===== src/rtl/sandbox_cmd_engine.sv =====
// Host-command sequencer: decodes a host word into engine fields, runs the
// engine request/result handshake with timeout, and returns status to the host.
module sandbox_cmd_engine #(
  parameter int unsigned FIELD_W     = 8,
  parameter int unsigned DATA_W      = 32,
  parameter int unsigned TIMEOUT_CYC = 255
) (
  input  logic               masterClock,
  input  logic               reset,
  input  logic               slowClock,
  input  logic               dataReceived,
  input  logic [7:0]         control,
  input  logic [DATA_W-1:0]  inputData,
  output logic               clearDR,
  output logic               transmitData,
  input  logic               txAck,
  output logic [7:0]         status,
  output logic [DATA_W-1:0]  outputData,
  output logic               engValid,
  input  logic               engReady,
  output logic               engWrite,
  output logic               engIsMeta,
  output logic [FIELD_W-1:0] engIndex,
  output logic [FIELD_W-1:0] engValue,
  output logic [FIELD_W-1:0] engMeta,
  output logic [FIELD_W-1:0] engSel,
  input  logic               engResultValid,
  input  logic               engResultBool,
  input  logic [FIELD_W-1:0] engResultValue,
  output logic               rxIndicator
);

  if (DATA_W < 4 * FIELD_W) begin : g_bad_width
    $error("DATA_W must be at least 4*FIELD_W");
  end
  if (TIMEOUT_CYC < 1 || TIMEOUT_CYC > 65535) begin : g_bad_timeout
    $error("TIMEOUT_CYC must be in 1..65535");
  end

  typedef enum logic [2:0] {S_IDLE, S_ISSUE, S_WAIT_RES, S_TX, S_CLEAR} state_t;
  typedef enum logic [1:0] {I_IDLE, I_ARM, I_WAIT_FALL, I_PULSE} ind_t;

  state_t            r_state;
  ind_t              r_ind;
  logic              r_mutate;
  logic [3:0]        r_seq;
  logic [15:0]       r_tmo_cnt;
  logic              r_slow_q;
  logic [15:0]       w_tmo_next;
  logic              w_tmo_hit;
  logic              w_accept;
  logic              w_slow_fall;
  logic [DATA_W-1:0] w_result_word;

  always_comb begin
    w_tmo_next    = r_tmo_cnt + 16'd1;
    w_tmo_hit     = (w_tmo_next == 16'(TIMEOUT_CYC));
    w_accept      = (r_state == S_IDLE) && dataReceived;
    w_slow_fall   = r_slow_q && !slowClock;
    w_result_word = '0;
    w_result_word[DATA_W-1 -: FIELD_W] = engResultValue;
  end

  always_ff @(posedge masterClock) begin
    if (!reset) begin
      r_state      <= S_IDLE;
      r_mutate     <= 1'b0;
      r_seq        <= '0;
      r_tmo_cnt    <= '0;
      clearDR      <= 1'b0;
      transmitData <= 1'b0;
      status       <= '0;
      outputData   <= '0;
      engValid     <= 1'b0;
      engWrite     <= 1'b0;
      engIsMeta    <= 1'b0;
      engIndex     <= '0;
      engValue     <= '0;
      engMeta      <= '0;
      engSel       <= '0;
    end else begin
      case (r_state)
        S_IDLE: begin
          if (dataReceived) begin
            r_mutate  <= control[0];
            engWrite  <= control[2] & control[0];
            engIsMeta <= control[1];
            engIndex  <= inputData[0*FIELD_W +: FIELD_W];
            engValue  <= inputData[1*FIELD_W +: FIELD_W];
            engMeta   <= inputData[2*FIELD_W +: FIELD_W];
            engSel    <= inputData[3*FIELD_W +: FIELD_W];
            r_tmo_cnt <= '0;
            engValid  <= 1'b1;
            r_state   <= S_ISSUE;
          end
        end
        S_ISSUE: begin
          r_tmo_cnt <= w_tmo_next;
          // A mutate transfer is a completion and beats the timeout; a query
          // transfer is not, so a timeout on that edge still aborts.
          if (engReady && r_mutate) begin
            engValid   <= 1'b0;
            status     <= {r_seq, 4'b0101};
            outputData <= '0;
            r_state    <= S_TX;
          end else if (w_tmo_hit) begin
            engValid   <= 1'b0;
            status     <= {r_seq, 1'b0, r_mutate, 2'b10};
            outputData <= '0;
            r_state    <= S_TX;
          end else if (engReady) begin
            engValid   <= 1'b0;
            r_state    <= S_WAIT_RES;
          end
        end
        S_WAIT_RES: begin
          r_tmo_cnt <= w_tmo_next;
          if (engResultValid) begin
            status     <= {r_seq, 1'b0, r_mutate, 1'b0, engResultBool};
            outputData <= w_result_word;
            r_state    <= S_TX;
          end else if (w_tmo_hit) begin
            status     <= {r_seq, 1'b0, r_mutate, 2'b10};
            outputData <= '0;
            r_state    <= S_TX;
          end
        end
        S_TX: begin
          if (!transmitData) begin
            transmitData <= 1'b1;
          end else if (txAck) begin
            transmitData <= 1'b0;
            r_seq        <= r_seq + 4'd1;
            clearDR      <= 1'b1;
            r_state      <= S_CLEAR;
          end
        end
        S_CLEAR: begin
          if (!dataReceived) begin
            clearDR <= 1'b0;
            r_state <= S_IDLE;
          end
        end
        default: r_state <= S_IDLE;
      endcase
    end
  end

  // Indicator: arm on acceptance, then pulse from one slowClock fall to the next.
  always_ff @(posedge masterClock) begin
    if (!reset) begin
      r_ind       <= I_IDLE;
      r_slow_q    <= 1'b0;
      rxIndicator <= 1'b0;
    end else begin
      r_slow_q <= slowClock;
      case (r_ind)
        I_IDLE:      if (w_accept) r_ind <= I_ARM;
        I_ARM:       if (slowClock) r_ind <= I_WAIT_FALL;
        I_WAIT_FALL: if (w_slow_fall) begin
                       rxIndicator <= 1'b1;
                       r_ind       <= I_PULSE;
                     end
        I_PULSE:     if (w_slow_fall) begin
                       rxIndicator <= 1'b0;
                       r_ind       <= I_IDLE;
                     end
        default:     r_ind <= I_IDLE;
      endcase
    end
  end

endmodule


===== config.mk =====
export PLATFORM = sky130hd
export DESIGN_NAME = sandbox_cmd_engine
export DESIGN_NICKNAME = d
export VERILOG_FILES = /design/src/rtl/sandbox_cmd_engine.sv
export SDC_FILE = /design/constraint.sdc
export NUM_CORES = 1
export LEC_CHECK = 0
export ABC_CLOCK_PERIOD_IN_PS = 3300
export BUFFER_PORTS_ARGS = -buffer_cell sky130_fd_sc_hd__buf_2
export CORE_MARGIN = 4
export CORE_UTILIZATION = 31
export CTS_CLUSTER_SIZE = 28
export DETAILED_ROUTE_END_ITERATION = 10
export PLACE_DENSITY = 0.57
export SLEW_MARGIN = 20
export SYNTH_ARGS = -nofsm -noshare
export SYNTH_HDL_FRONTEND = slang
export SYNTH_SLANG_ARGS = --single-unit

===== constraint.sdc =====
create_clock -name masterClock -period 3.3 [get_ports masterClock]
set_input_delay 0.825 -clock masterClock [delete_from_list [all_inputs] [get_ports masterClock]]
set_output_delay 0.825 -clock masterClock [all_outputs]
set_load 0.01 [all_outputs]

==> qor.txt, run 1 <==
Outcome: completed
Row cnt: 42
Syn Inst Count: 523
Initial antenna violation count: 0
Port bufs: 128
Post_cts resized: 0
Die area: 16000 µm²
Clock sinks: 105
Syn-to-layout area delta: 24.4%
Clk root buf: clkbuf_16
Distinct cells, synth: 52
Fin crit share: 86.7%
Final setup vio count: 0
DR WL/cell: 13.6 µm
I/O pin total: 134
Drt pass-1 iters: 4
Fin. Hold Viols: 0
Post-synth EDFFs: 0
Max cap viols: 0
Register share of total power: 43.0%
Critical path type: flip-flop to flip-flop
Hold crit path type: flip-flop to flip-flop
Slew headroom: 54.4%
Wirelength, routed: 11000 µm
Nets@finish: 695
Compound-Gate Fraction of Synth Area: 18.4%
Total core area: 13500 µm²
Area contributors post-synth: dfxtp_1, nand2_1, a21oi_1
Synth Cell Area: 4340 µm²
First-pass GRT wire length: 18200 µm
Comb pwr share: 25.7%
Worst-margin pin slew: 0.682 ns
Detail Route Antenna Nets: 0
Xor-xnor portion of the synthesized cell area: 1.21%
Top-count cell post-synth: dfxtp_1
Switching power: 1.20 mW
H-Tree Level Count: 3
Via density: 4.89
CTS tree: built
Die height: 126 µm
GRT Overall Usage: 13.7%
CP Capture Type: flip-flop
Pwr/cell area: 640 nW/µm²
N_diodes: 0
Area share of the largest cell type after synthesis: 48.4%
Sum Neg Setup Slack: 0 ns
Final Skew: 0.0102 ns
Iteration-0 DRC Markers: 349
Clock share of power: 31.3%
Via count: 3968
Internal Power: 2.26 mW
CTS buffer count: 9
Leak: 2.42 nW
RSZ-0062 raised after global routing: false
R2R Path Start: r_tmo_cnt[1]
Overflow after GRT: 0
Sequential element share of the synthesized area: 48.4%
Syn_nets: 587
Vias in the first global route: 3684
Slew Viols, Final: 0
Setup bufs post-CTS: 0
Worst Setup SP: r_tmo_cnt[1]
FFs w/ async S/R, synth: 0%
Width of the die: 126 µm
Core Util, Final: 40.0%
Syn_area_per_cell: 8.30 µm²
Seq cells post-synth: 105
Fmax: 349 MHz
Maximum net fanout on the critical path: 33
Initial core utilization: 32.2%
Final worst path period need: 2.86 ns
Max clock buf depth: 2
Hold_buf cts: 0
CP arrival: 3.16 ns
Adder-cell share of the synthesized area: 2.30%
Filler Cell Count: 1362
Sw Ratio: 34.6%
Layout cells sized above 1: 25.8%
# DRC: 0
Detailed Place HPWL: 7840 µm
Ys Warns: 0
GP Congestion: 0.863
Clock Latency Late Sink: 0.35 ns
Worst VDD drop: 0.365 mV
Synth area leader: dfxtp_1
Hold Path Origin: engValue[2]
Crit path launch type: flip-flop
Worst-path clk slew: 0.08 ns
Worst path required time: 3.59 ns
Simple-Gate Fraction of Synth Area: 24.3%
Top_reg_cell synth: dfxtp_1
Top post-synthesis cells by count: dfxtp_1, nand2_1, a21oi_1, nor2_1, and3_1
Proportion of synthesized area in mux cells: 0.691%
Largest net degree at the start of global routing: 37
Combinational family with the most area after synthesis: simple AND/OR/NAND/NOR gates
==> state kept, by name, indices dropped and copies added, names as in the netlist, 2 cells and up <==
register and cells:
engIndex 8, engMeta 8, engSel 8, engValue 8, outputData 32, r_ind 2
r_seq 4, r_state 3, r_tmo_cnt 16, status 8
==> per-stage QoR <==
stage / total power [mW] / hold slack, ns / cell area, µm² / setup WS, ns / instances
after detailed placement: 2.41 / 0.443 / 5100 / 0.457 / 796
after floorplan: 2.11 / 0.450 / 4340 / 0.918 / 523
after CTS: 3.50 / 0.453 / 5400 / 0.458 / 812
final: 3.46 / 0.452 / 5400 / 0.437 / 812
after global placement: 2.38 / 0.439 / 5100 / 0.556 / 796
after global routing: 3.68 / 0.475 / 5400 / 0.137 / 812
==> cell usage in the layout (no fill, tap or decap), types with 3 or more instances in the layout <==
master	count
a211oi_1	5
a21o_1	3
a21oi_1	62
a2bb2oi_1	4
a31oi_1	5
a32o_1	8
and3_1	31
buf_2	128
buf_4	9
clkbuf_16	9
dfxtp_1	105
ha_1	8
inv_1	6
mux2i_1	3
nand2_1	95
nand2b_1	7
nand3_1	8
nand4_1	6
nor2_1	43
nor2b_1	3
nor3_1	14
nor4_1	4
o21ai_0	19
o311ai_0	4
or2_2	4
xor2_1	4
==> kinds of logic after synthesis <==
group | count (synthesis)
AO/OA/AOI/OAI | 128
XOR/XNOR | 6
adder cells (fa/ha/maj) | 8
buffers and inverters | 47
flip-flops | 105
multiplexers | 3
AND/OR/NAND/NOR | 226
==> metal layers <==
| layer | GRT usage, % | wire [µm] | share of wire, % |
|---|---|---|---|
| met1 | 17.6 | 5150 | 47 |
| met2 | 22.1 | 5230 | 47 |
| met3 | 3.70 | 524 | 4.7 |
| met4 | 4.79 | 126 | 1.1 |
| met5 | 0 | 0 | 0 |
==> cell type report <==
| class | count | area [µm²] | area share (%) |
|---|---|---|---|
| inverter | 7 | 26.3 | 0.486 |
| multi-input combinational | 371 | 2040 | 37.7 |
| timing repair buffer | 137 | 708 | 13.1 |
| tap | 176 | 220 | 4.08 |
| clock buffer | 9 | 225 | 4.17 |
| sequential | 105 | 2100 | 38.9 |
| clock inverter | 7 | 81.3 | 1.51 |
==> path summary, 6_finish.rpt <==
check                                      end  slack (ns)  cells past startpoint
worst max register to register  outputData[24]        0.44                      8
worst max-delay path            outputData[24]        0.44                      8
worst min-delay path               engValue[2]        0.45                      2
worst min register to register     engValue[2]        0.45                      2
==> worst max-delay path: stages, from the launching register on <==
cell	delay, ns
dfxtp_1	0.43
ha_1	0.35
nand4_1	0.24
nor4_1	0.48
xor2_1	0.19
nor3_1	0.06
and4_1	0.25
o21ai_4	0.56
a32o_1	0.26
==> power by group through the flow <==
stage	logic, mW	registers [mW]	clock network [mW]
after floorplan	0.573	1.54	0
after global placement	0.872	1.51	0
after detailed placement	0.895	1.51	0
after CTS	0.898	1.49	1.12
after global routing	1.02	1.51	1.16
final	0.890	1.49	1.08
(Power assumes the default switching activity.)
==> run 2, diff against run 1 <==
--- a/config.mk
+++ b/config.mk
@@ -5,13 +5,14 @@
 export SDC_FILE = /design/constraint.sdc
 export NUM_CORES = 1
 export LEC_CHECK = 0
+export ABC_AREA = 1
 export ABC_CLOCK_PERIOD_IN_PS = 3300
 export BUFFER_PORTS_ARGS = -buffer_cell sky130_fd_sc_hd__buf_2
 export CORE_MARGIN = 4
-export CORE_UTILIZATION = 31
+export CORE_UTILIZATION = 50
 export CTS_CLUSTER_SIZE = 28
 export DETAILED_ROUTE_END_ITERATION = 10
-export PLACE_DENSITY = 0.57
+export PLACE_DENSITY = 0.82
 export SLEW_MARGIN = 20
 export SYNTH_ARGS = -nofsm -noshare
 export SYNTH_HDL_FRONTEND = slang
==> run 2 against run 1 <==
Compared with the run above:
- clock power decreased by 25%
- largest power group unchanged
- hold slack improved by 0.0042 ns
- setup slack improved by 0.38 ns
- clock skew increased by 0.0057 ns
- maximum frequency increased by 15%
- non-clock buffer count decreased by 3
- sequential share of layout area increased by 1.5 points
==> qor.txt, run 2 <==
Switching power: 1.21 mW (was 1.20 mW)
Wirelength, routed: 9760 µm (was 11000 µm)
Total chip power: 3.25 mW (was 3.46 mW)
Width of the die: 101 µm (was 126 µm)
Most flops, register: outputData (unchanged)
H-Tree Level Count: 3 (unchanged)
Fin. Hold Viols: 0 (unchanged)
Compound-Gate Fraction of Synth Area: 11.2% (was 18.4%)
Core Util, Final: 62.7% (was 40.0%)
Worst-path clk slew: 0.12 ns (was 0.08 ns)
Worst-margin pin slew: 0.772 ns (was 0.682 ns)
Total core area: 8300 µm² (was 13500 µm²)
Final Skew: 0.0159 ns (was 0.0102 ns)
Ys Warns: 0 (unchanged)
# DRC: 0 (unchanged)
GP Congestion: 0.914 (was 0.863)
Final worst path period need: 2.48 ns (was 2.86 ns)
Largest net degree at the start of global routing: 45 (was 37)
Pwr/cell area: 623 nW/µm² (was 640 nW/µm²)
Detail Route Antenna Nets: 0 (unchanged)
Synth area leader: dfxtp_1 (unchanged)
First-pass GRT wire length: 16400 µm (was 18200 µm)
Worst VDD drop: 0.443 mV (was 0.365 mV)
Comb pwr share: 28.6% (was 25.7%)
R2R depth: 14 (was 8)
Distinct cells, synth: 31 (was 52)
Flop-to-flop setup slack: 0.82 ns (was 0.44 ns)
Hold EP: outputData[2] (was engValue[2])
Die height: 101 µm (was 126 µm)
Overflow after GRT: 0 (unchanged)
Area contributors post-synth: dfxtp_1, nand2_1, a21oi_1 (unchanged)
Area share of the largest cell type after synthesis: 48.9% (was 48.4%)
Clock share of power: 24.8% (was 31.3%)
Iteration-0 DRC Markers: 195 (was 349)
Leak: 2.53 nW (was 2.42 nW)
Clock Latency Late Sink: 0.38 ns (was 0.35 ns)
Syn Inst Count: 584 (was 523)
Slew headroom: 48.5% (was 54.4%)
Register share of total power: 46.6% (was 43.0%)
R2R Path Start: r_tmo_cnt[1] (unchanged)
Via density: 5.01 (was 4.89)
Die area: 10200 µm² (was 16000 µm²)
Simple-Gate Fraction of Synth Area: 29.4% (was 24.3%)
Hold path depth: 2 (unchanged)
Number of flip-flops in the largest register: 32 (unchanged)
Multi-input gate area in the final layout: 1860 µm² (was 2040 µm²)
Outcome: completed (unchanged)
Max cap viols: 0 (unchanged)
CP arrival: 2.76 ns (was 3.16 ns)
Top flop regs: outputData: 32 flops, r_tmo_cnt: 16 flops (unchanged)
Hold Path Origin: outputData[2] (was engValue[2])
Detailed Place HPWL: 7260 µm (was 7840 µm)
Initial core utilization: 51.8% (was 32.2%)
Filler Cell Count: 690 (was 1362)
Top_reg_cell synth: dfxtp_1 (unchanged)
Adder-cell share of the synthesized area: 2.33% (was 2.30%)
Setup bufs post-CTS: 0 (unchanged)
Worst path required time: 3.58 ns (was 3.59 ns)
WHS: 0.456 ns (was 0.452 ns)
Layout cells sized above 1: 23.6% (was 25.8%)
Sequential element share of the synthesized area: 48.9% (was 48.4%)
Row cnt: 33 (was 42)
DR WL/cell: 12.0 µm (was 13.6 µm)
GRT Overall Usage: 19.7% (was 13.7%)
N_diodes: 0 (unchanged)
CP Capture Type: flip-flop (unchanged)
Most frequent cells in the layout: nand2_1, buf_2, dfxtp_1, a21oi_1, inv_1 (was buf_2, dfxtp_1, nand2_1, a21oi_1, nor2_1)
RSZ-0062 raised after global routing: false (unchanged)
Worst R2R End: status[4] (was outputData[24])
Top-count cell post-synth: nand2_1 (was dfxtp_1)
Fmax: 403 MHz (was 349 MHz)
Max clock buf depth: 2 (unchanged)
Syn_nets: 648 (was 587)
Post_cts resized: 0 (unchanged)
Drt pass-1 iters: 4 (unchanged)
Port bufs: 128 (unchanged)
Clock sinks: 105 (unchanged)
CTS buffer count: 9 (unchanged)
FF/Latch Area: 2100 µm² (unchanged)
Commonest non-fill, non-tap cell in the layout: nand2_1 (was buf_2)
Seq cells post-synth: 105 (unchanged)
Fin crit share: 75.1% (was 86.7%)
CTS tree: built (unchanged)
Proportion of synthesized area in mux cells: 0% (was 0.691%)
Clk root buf: clkbuf_8 (was clkbuf_16)
Internal Power: 2.04 mW (was 2.26 mW)
Vias in the first global route: 3933 (was 3684)
Synth Cell Area: 4300 µm² (was 4340 µm²)
Sum Neg Setup Slack: 0 ns (unchanged)
I/O pin total: 134 (unchanged)
Hold crit path type: flip-flop to flip-flop (unchanged)
Slew Viols, Final: 0 (unchanged)
Initial antenna violation count: 0 (unchanged)
Combinational family with the most area after synthesis: simple AND/OR/NAND/NOR gates (unchanged)
Maximum net fanout on the critical path: 27 (was 33)
Xor-xnor portion of the synthesized cell area: 0.204% (was 1.21%)
Top post-synthesis cells by count: nand2_1, dfxtp_1, a21oi_1, inv_1, nand3_1 (was dfxtp_1, nand2_1, a21oi_1, nor2_1, and3_1)
Post-synth EDFFs: 0 (unchanged)
Syn-to-layout area delta: 21.0% (was 24.4%)
Hold_buf cts: 0 (unchanged)
Final setup vio count: 0 (unchanged)
Syn_area_per_cell: 7.37 µm² (was 8.30 µm²)
Nets@finish: 770 (was 695)
Critical path type: flip-flop to flip-flop (unchanged)
Crit path launch type: flip-flop (unchanged)
Sw Ratio: 37.2% (was 34.6%)
FFs w/ async S/R, synth: 0% (unchanged)
Via count: 4091 (was 3968)
run 2: changes by cell type in the layout (fill, tap and decap cells not counted), sizes merged, moves of 7 or more:
| cell | delta |
|---|---|
| nand2b | -7 |
| a21oi | +9 |
| nor3 | -9 |
| a32o | -8 |
| inv | +57 |
| nand3 | +37 |
| nand2 | +90 |
| and3 | -31 |
run 2: metal layers:
| layer | vias to the layer above | GRT usage [%] | part of all wire [%] |
|---|---|---|---|
| met5 | - | 0 | 0 |
| li1 | 2102 | - | - |
| met2 | 123 | 33.9 | 48 |
| met4 | 0 | 6.32 | 2.0 |
| met1 | 1845 | 21.9 | 42 |
| met3 | 21 | 8.65 | 7.2 |
run 2: logic make-up (layout without fill, tap and decap cells):
group,after synthesis,count (layout)
buffers and inverters,85,212
flip-flops,105,105
AND/OR/NAND/NOR,292,292
AO/OA/AOI/OAI,93,93
adder cells (fa/ha/maj),8,8
XOR/XNOR,1,1
run 2: power by group through the flow:
stage / Combinational, mW / Sequential (mW) / Clock [mW]
after global placement: 0.904 / 1.53 / 0
after CTS: 0.940 / 1.51 / 0.825
after floorplan: 0.592 / 1.57 / 0
final: 0.930 / 1.51 / 0.805
after global routing: 1.07 / 1.53 / 0.878
after detailed placement: 0.940 / 1.54 / 0
run 2: area by class of cell:
cell class / instances / area share, %
clock buffers: 9 / 2.38
clock inverters: 7 / 1.44
inverters: 62 / 4.47
multi-input cells: 394 / 35.7
flip-flops and latches: 105 / 40.4
well taps: 105 / 2.52
repair buffers: 134 / 13.2
run 2: how the worst max path moves through the flow:
stage / startpoint / to / slack (ns) / cells past startpoint
final: r_tmo_cnt[1] / status[4] / 0.82 / 14
after global routing: r_tmo_cnt[1] / status[4] / 0.51 / 14
after CTS: r_tmo_cnt[1] / status[4] / 0.79 / 14
after detailed placement: r_tmo_cnt[1] / status[4] / 0.81 / 14
after global placement: r_tmo_cnt[1] / status[4] / 0.92 / 14
after floorplan: r_tmo_cnt[1] / status[5] / 1.33 / 15
run 2: per-stage QoR:
step,instances,worst slack [ns],instance area [µm²]
global route,816,0.507,5210
global placement,800,0.917,5010
floorplan,584,1.33,4300
detailed placement,800,0.808,5010
CTS,816,0.787,5210
finish,816,0.820,5210
run 2: critical path: stages, from the launching register on:
cell and delay [ns]:
dfxtp_1 0.41, ha_1 0.25, nand3_2 0.13, nor2_4 0.22, nand2_1 0.07, nand2_1 0.06
nand2_1 0.07, nor2_1 0.11, nand2_1 0.09, nor2_4 0.15, nand3_4 0.26, nand2_4 0.18
inv_2 0.11, o21ai_0 0.18, nor2_1 0.06
==> run 3, diff against run 2 <==
--- a/config.mk
+++ b/config.mk
@@ -5,14 +5,14 @@
 export SDC_FILE = /design/constraint.sdc
 export NUM_CORES = 1
 export LEC_CHECK = 0
-export ABC_AREA = 1
-export ABC_CLOCK_PERIOD_IN_PS = 3300
+export ABC_AREA = 0
+export ABC_CLOCK_PERIOD_IN_PS = 2200
 export BUFFER_PORTS_ARGS = -buffer_cell sky130_fd_sc_hd__buf_2
 export CORE_MARGIN = 4
-export CORE_UTILIZATION = 50
+export CORE_UTILIZATION = 46
 export CTS_CLUSTER_SIZE = 28
 export DETAILED_ROUTE_END_ITERATION = 10
-export PLACE_DENSITY = 0.82
+export PLACE_DENSITY = 0.8
 export SLEW_MARGIN = 20
 export SYNTH_ARGS = -nofsm -noshare
 export SYNTH_HDL_FRONTEND = slang
==> constraint.sdc (replaced) <==
create_clock -name masterClock -period 2.2 [get_ports masterClock]
set_input_delay 0.55 -clock masterClock [delete_from_list [all_inputs] [get_ports masterClock]]
set_output_delay 0.55 -clock masterClock [all_outputs]
set_load 0.01 [all_outputs]
==> run 3 against run 2 <==
Compared with the run above:
- the run now ends with setup timing left
- critical path depth decreased by 4
- final area up 6.3%
- flip-flop and latch count is the same
- utilization shrank 2.6 points
- sequential power up 48%
- wire length rose by 13%
- maximum frequency increased by 11%
==> qor.txt, run 3 (synthesis gave the netlist of run 1 again) <==
Commonest non-fill, non-tap cell in the layout: buf_2 (was nand2_1)
WHS: 0.395 ns (was 0.456 ns)
Nets@finish: 721 (was 770)
Wirelength, routed: 11000 µm (was 9760 µm)
Max cap viols: 0 (unchanged)
Outcome: finished with violations (was completed)
CP Capture Type: flip-flop (unchanged)
Detailed Place HPWL: 7820 µm (was 7260 µm)
Crit path launch type: flip-flop (unchanged)
Row cnt: 35 (was 33)
Slew headroom: 65.0% (was 48.5%)
Number of flip-flops in the largest register: 32 (unchanged)
Failing checks: setup timing
Die area: 11100 µm² (was 10200 µm²)
Iteration-0 DRC Markers: 313 (was 195)
FF/Latch Area: 2110 µm² (was 2100 µm²)
Final WS setup: -0.0370 ns (was 0.820 ns)
Port bufs: 128 (unchanged)
Vias in the first global route: 4086 (was 3933)
Total chip power: 4.97 mW (was 3.25 mW)
Clk root buf: clkbuf_8 (unchanged)
Cell Count Post-Placement: 757 (was 800)
Via count: 4212 (was 4091)
Leak: 2.58 nW (was 2.53 nW)
Fin crit share: 102% (was 75.1%)
Total core area: 9200 µm² (was 8300 µm²)
Maximum net fanout on the critical path: 33 (was 27)
Worst-path clk slew: 0.10 ns (was 0.12 ns)
Dpl ws: -0.0232 ns (was 0.808 ns)
RSZ-0062 raised after global routing: true (was false)
Slew Viols, Final: 0 (unchanged)
Most frequent cells in the layout: buf_2, dfxtp_1, nand2_1, a21oi_1, nor2_1 (was nand2_1, buf_2, dfxtp_1, a21oi_1, inv_1)
Most flops, register: outputData (unchanged)
H-Tree Level Count: 3 (unchanged)
CTS buffer count: 9 (unchanged)
Fmax: 447 MHz (was 403 MHz)
Final setup vio count: 9 (was 0)
Syn-to-layout area delta: 27.4% (was 21.0%)
GP Congestion: 0.876 (was 0.914)
Worst VDD drop: 0.475 mV (was 0.443 mV)
Overflow after GRT: 0 (unchanged)
Via density: 5.45 (was 5.01)
Multi-input gate area in the final layout: 2110 µm² (was 1860 µm²)
GRT Overall Usage: 19.8% (was 19.7%)
# DRC: 0 (unchanged)
Layout cells sized above 1: 30.7% (was 23.6%)
Die height: 105 µm (was 101 µm)
Max clock buf depth: 2 (unchanged)
Top flop regs: outputData: 32 flops, r_tmo_cnt: 16 flops (unchanged)
Pwr/cell area: 899 nW/µm² (was 623 nW/µm²)
Detail Route Antenna Nets: 0 (unchanged)
Fin. Hold Viols: 0 (unchanged)
Initial core utilization: 47.2% (was 51.8%)
Initial antenna violation count: 0 (unchanged)
Filler Cell Count: 792 (was 690)
Clock Latency Late Sink: 0.37 ns (was 0.38 ns)
Largest net degree at the start of global routing: 37 (was 45)
Width of the die: 105 µm (was 101 µm)
Finished Cell Area: 5530 µm² (was 5210 µm²)
Worst path required time: 2.46 ns (was 3.58 ns)
Final worst path period need: 2.24 ns (was 2.48 ns)
I/O pin total: 134 (unchanged)
Setup bufs post-CTS: 0 (unchanged)
CP arrival: 2.50 ns (was 2.76 ns)
DR WL/cell: 14.3 µm (was 12.0 µm)
Placed Instance Area: 5250 µm² (was 5010 µm²)
Clock sinks: 105 (unchanged)
Hold crit path type: input port to flip-flop (was flip-flop to flip-flop)
R2R depth: 10 (was 14)
Hold path depth: 2 (unchanged)
First-pass GRT wire length: 18500 µm (was 16400 µm)
Critical path type: flip-flop to flip-flop (unchanged)
Post-route insts no fill: 773 (was 816)
Worst-margin pin slew: 0.523 ns (was 0.772 ns)
CTS tree: built (unchanged)
N_diodes: 0 (unchanged)
Final Skew: 0.0117 ns (was 0.0159 ns)
Drt pass-1 iters: 7 (was 4)
-- run 3: worst paths after layout --
| check | to | from | slack (ns) |
|---|---|---|---|
| worst min-delay path | outputData[30] | engResultValue[6] | 0.39 |
| worst max register to register | outputData[25] | r_tmo_cnt[1] | -0.04 |
| worst max-delay path | outputData[25] | r_tmo_cnt[1] | -0.04 |
| worst min register to register | engValue[2] | engValue[2] | 0.46 |
-- run 3: layer usage --
| metal | wire (µm) | vias to the layer above | global-route usage (%) |
|---|---|---|---|
| met3 | 610 | 14 | 4.14 |
| met4 | 177 | 0 | 7.12 |
| met1 | 4780 | 1987 | 24.1 |
| li1 | - | 2088 | - |
| met2 | 5470 | 123 | 34.5 |
| met5 | 0 | - | 0 |
-- run 3: layout make-up --
class / instances / area share [%]
inverter: 7 / 0.475
sequential: 105 / 38.1
clock inverter: 5 / 1.56
tap: 111 / 2.51
timing repair buffer: 163 / 16.6
clock buffer: 11 / 2.55
multi-input combinational: 371 / 38.1
-- run 3: worst max-delay path: stages (launching register included) --
cell     delay [ns]
dfxtp_4        0.37
ha_4           0.16
nand4_1        0.16
buf_4          0.17
nor3b_4        0.05
or3_1          0.33
a21oi_2        0.13
and4_4         0.26
o21ai_4        0.06
buf_12         0.17
a32o_1         0.26
-- run 3: where the power goes --
group	internal [mW]	leakage [nW]	total [mW]	switching, mW
Sequential	2.10	0.854	2.23	0.135
Clock	0.684	0.116	1.35	0.667
Combinational	0.514	1.61	1.39	0.876
-- run 3: repair_timing --
item                                    in CTS  in global routing
endpoints found under the hold margin        0                  0
pin swaps                                    0                  0
hold buffers                                 0                  0
resized for setup                           11                  7
endpoints found under the setup margin      13                 44
-- run 3: per-stage QoR --
step / TNS, ns / utilization (%)
finish: -0.251 / 60.2
global route: -3.07 / 60.2
CTS: -0.195 / 60.1
detailed placement: -0.0970 / 57.1
global placement: 0 / 57.1
floorplan: -0.215 / -
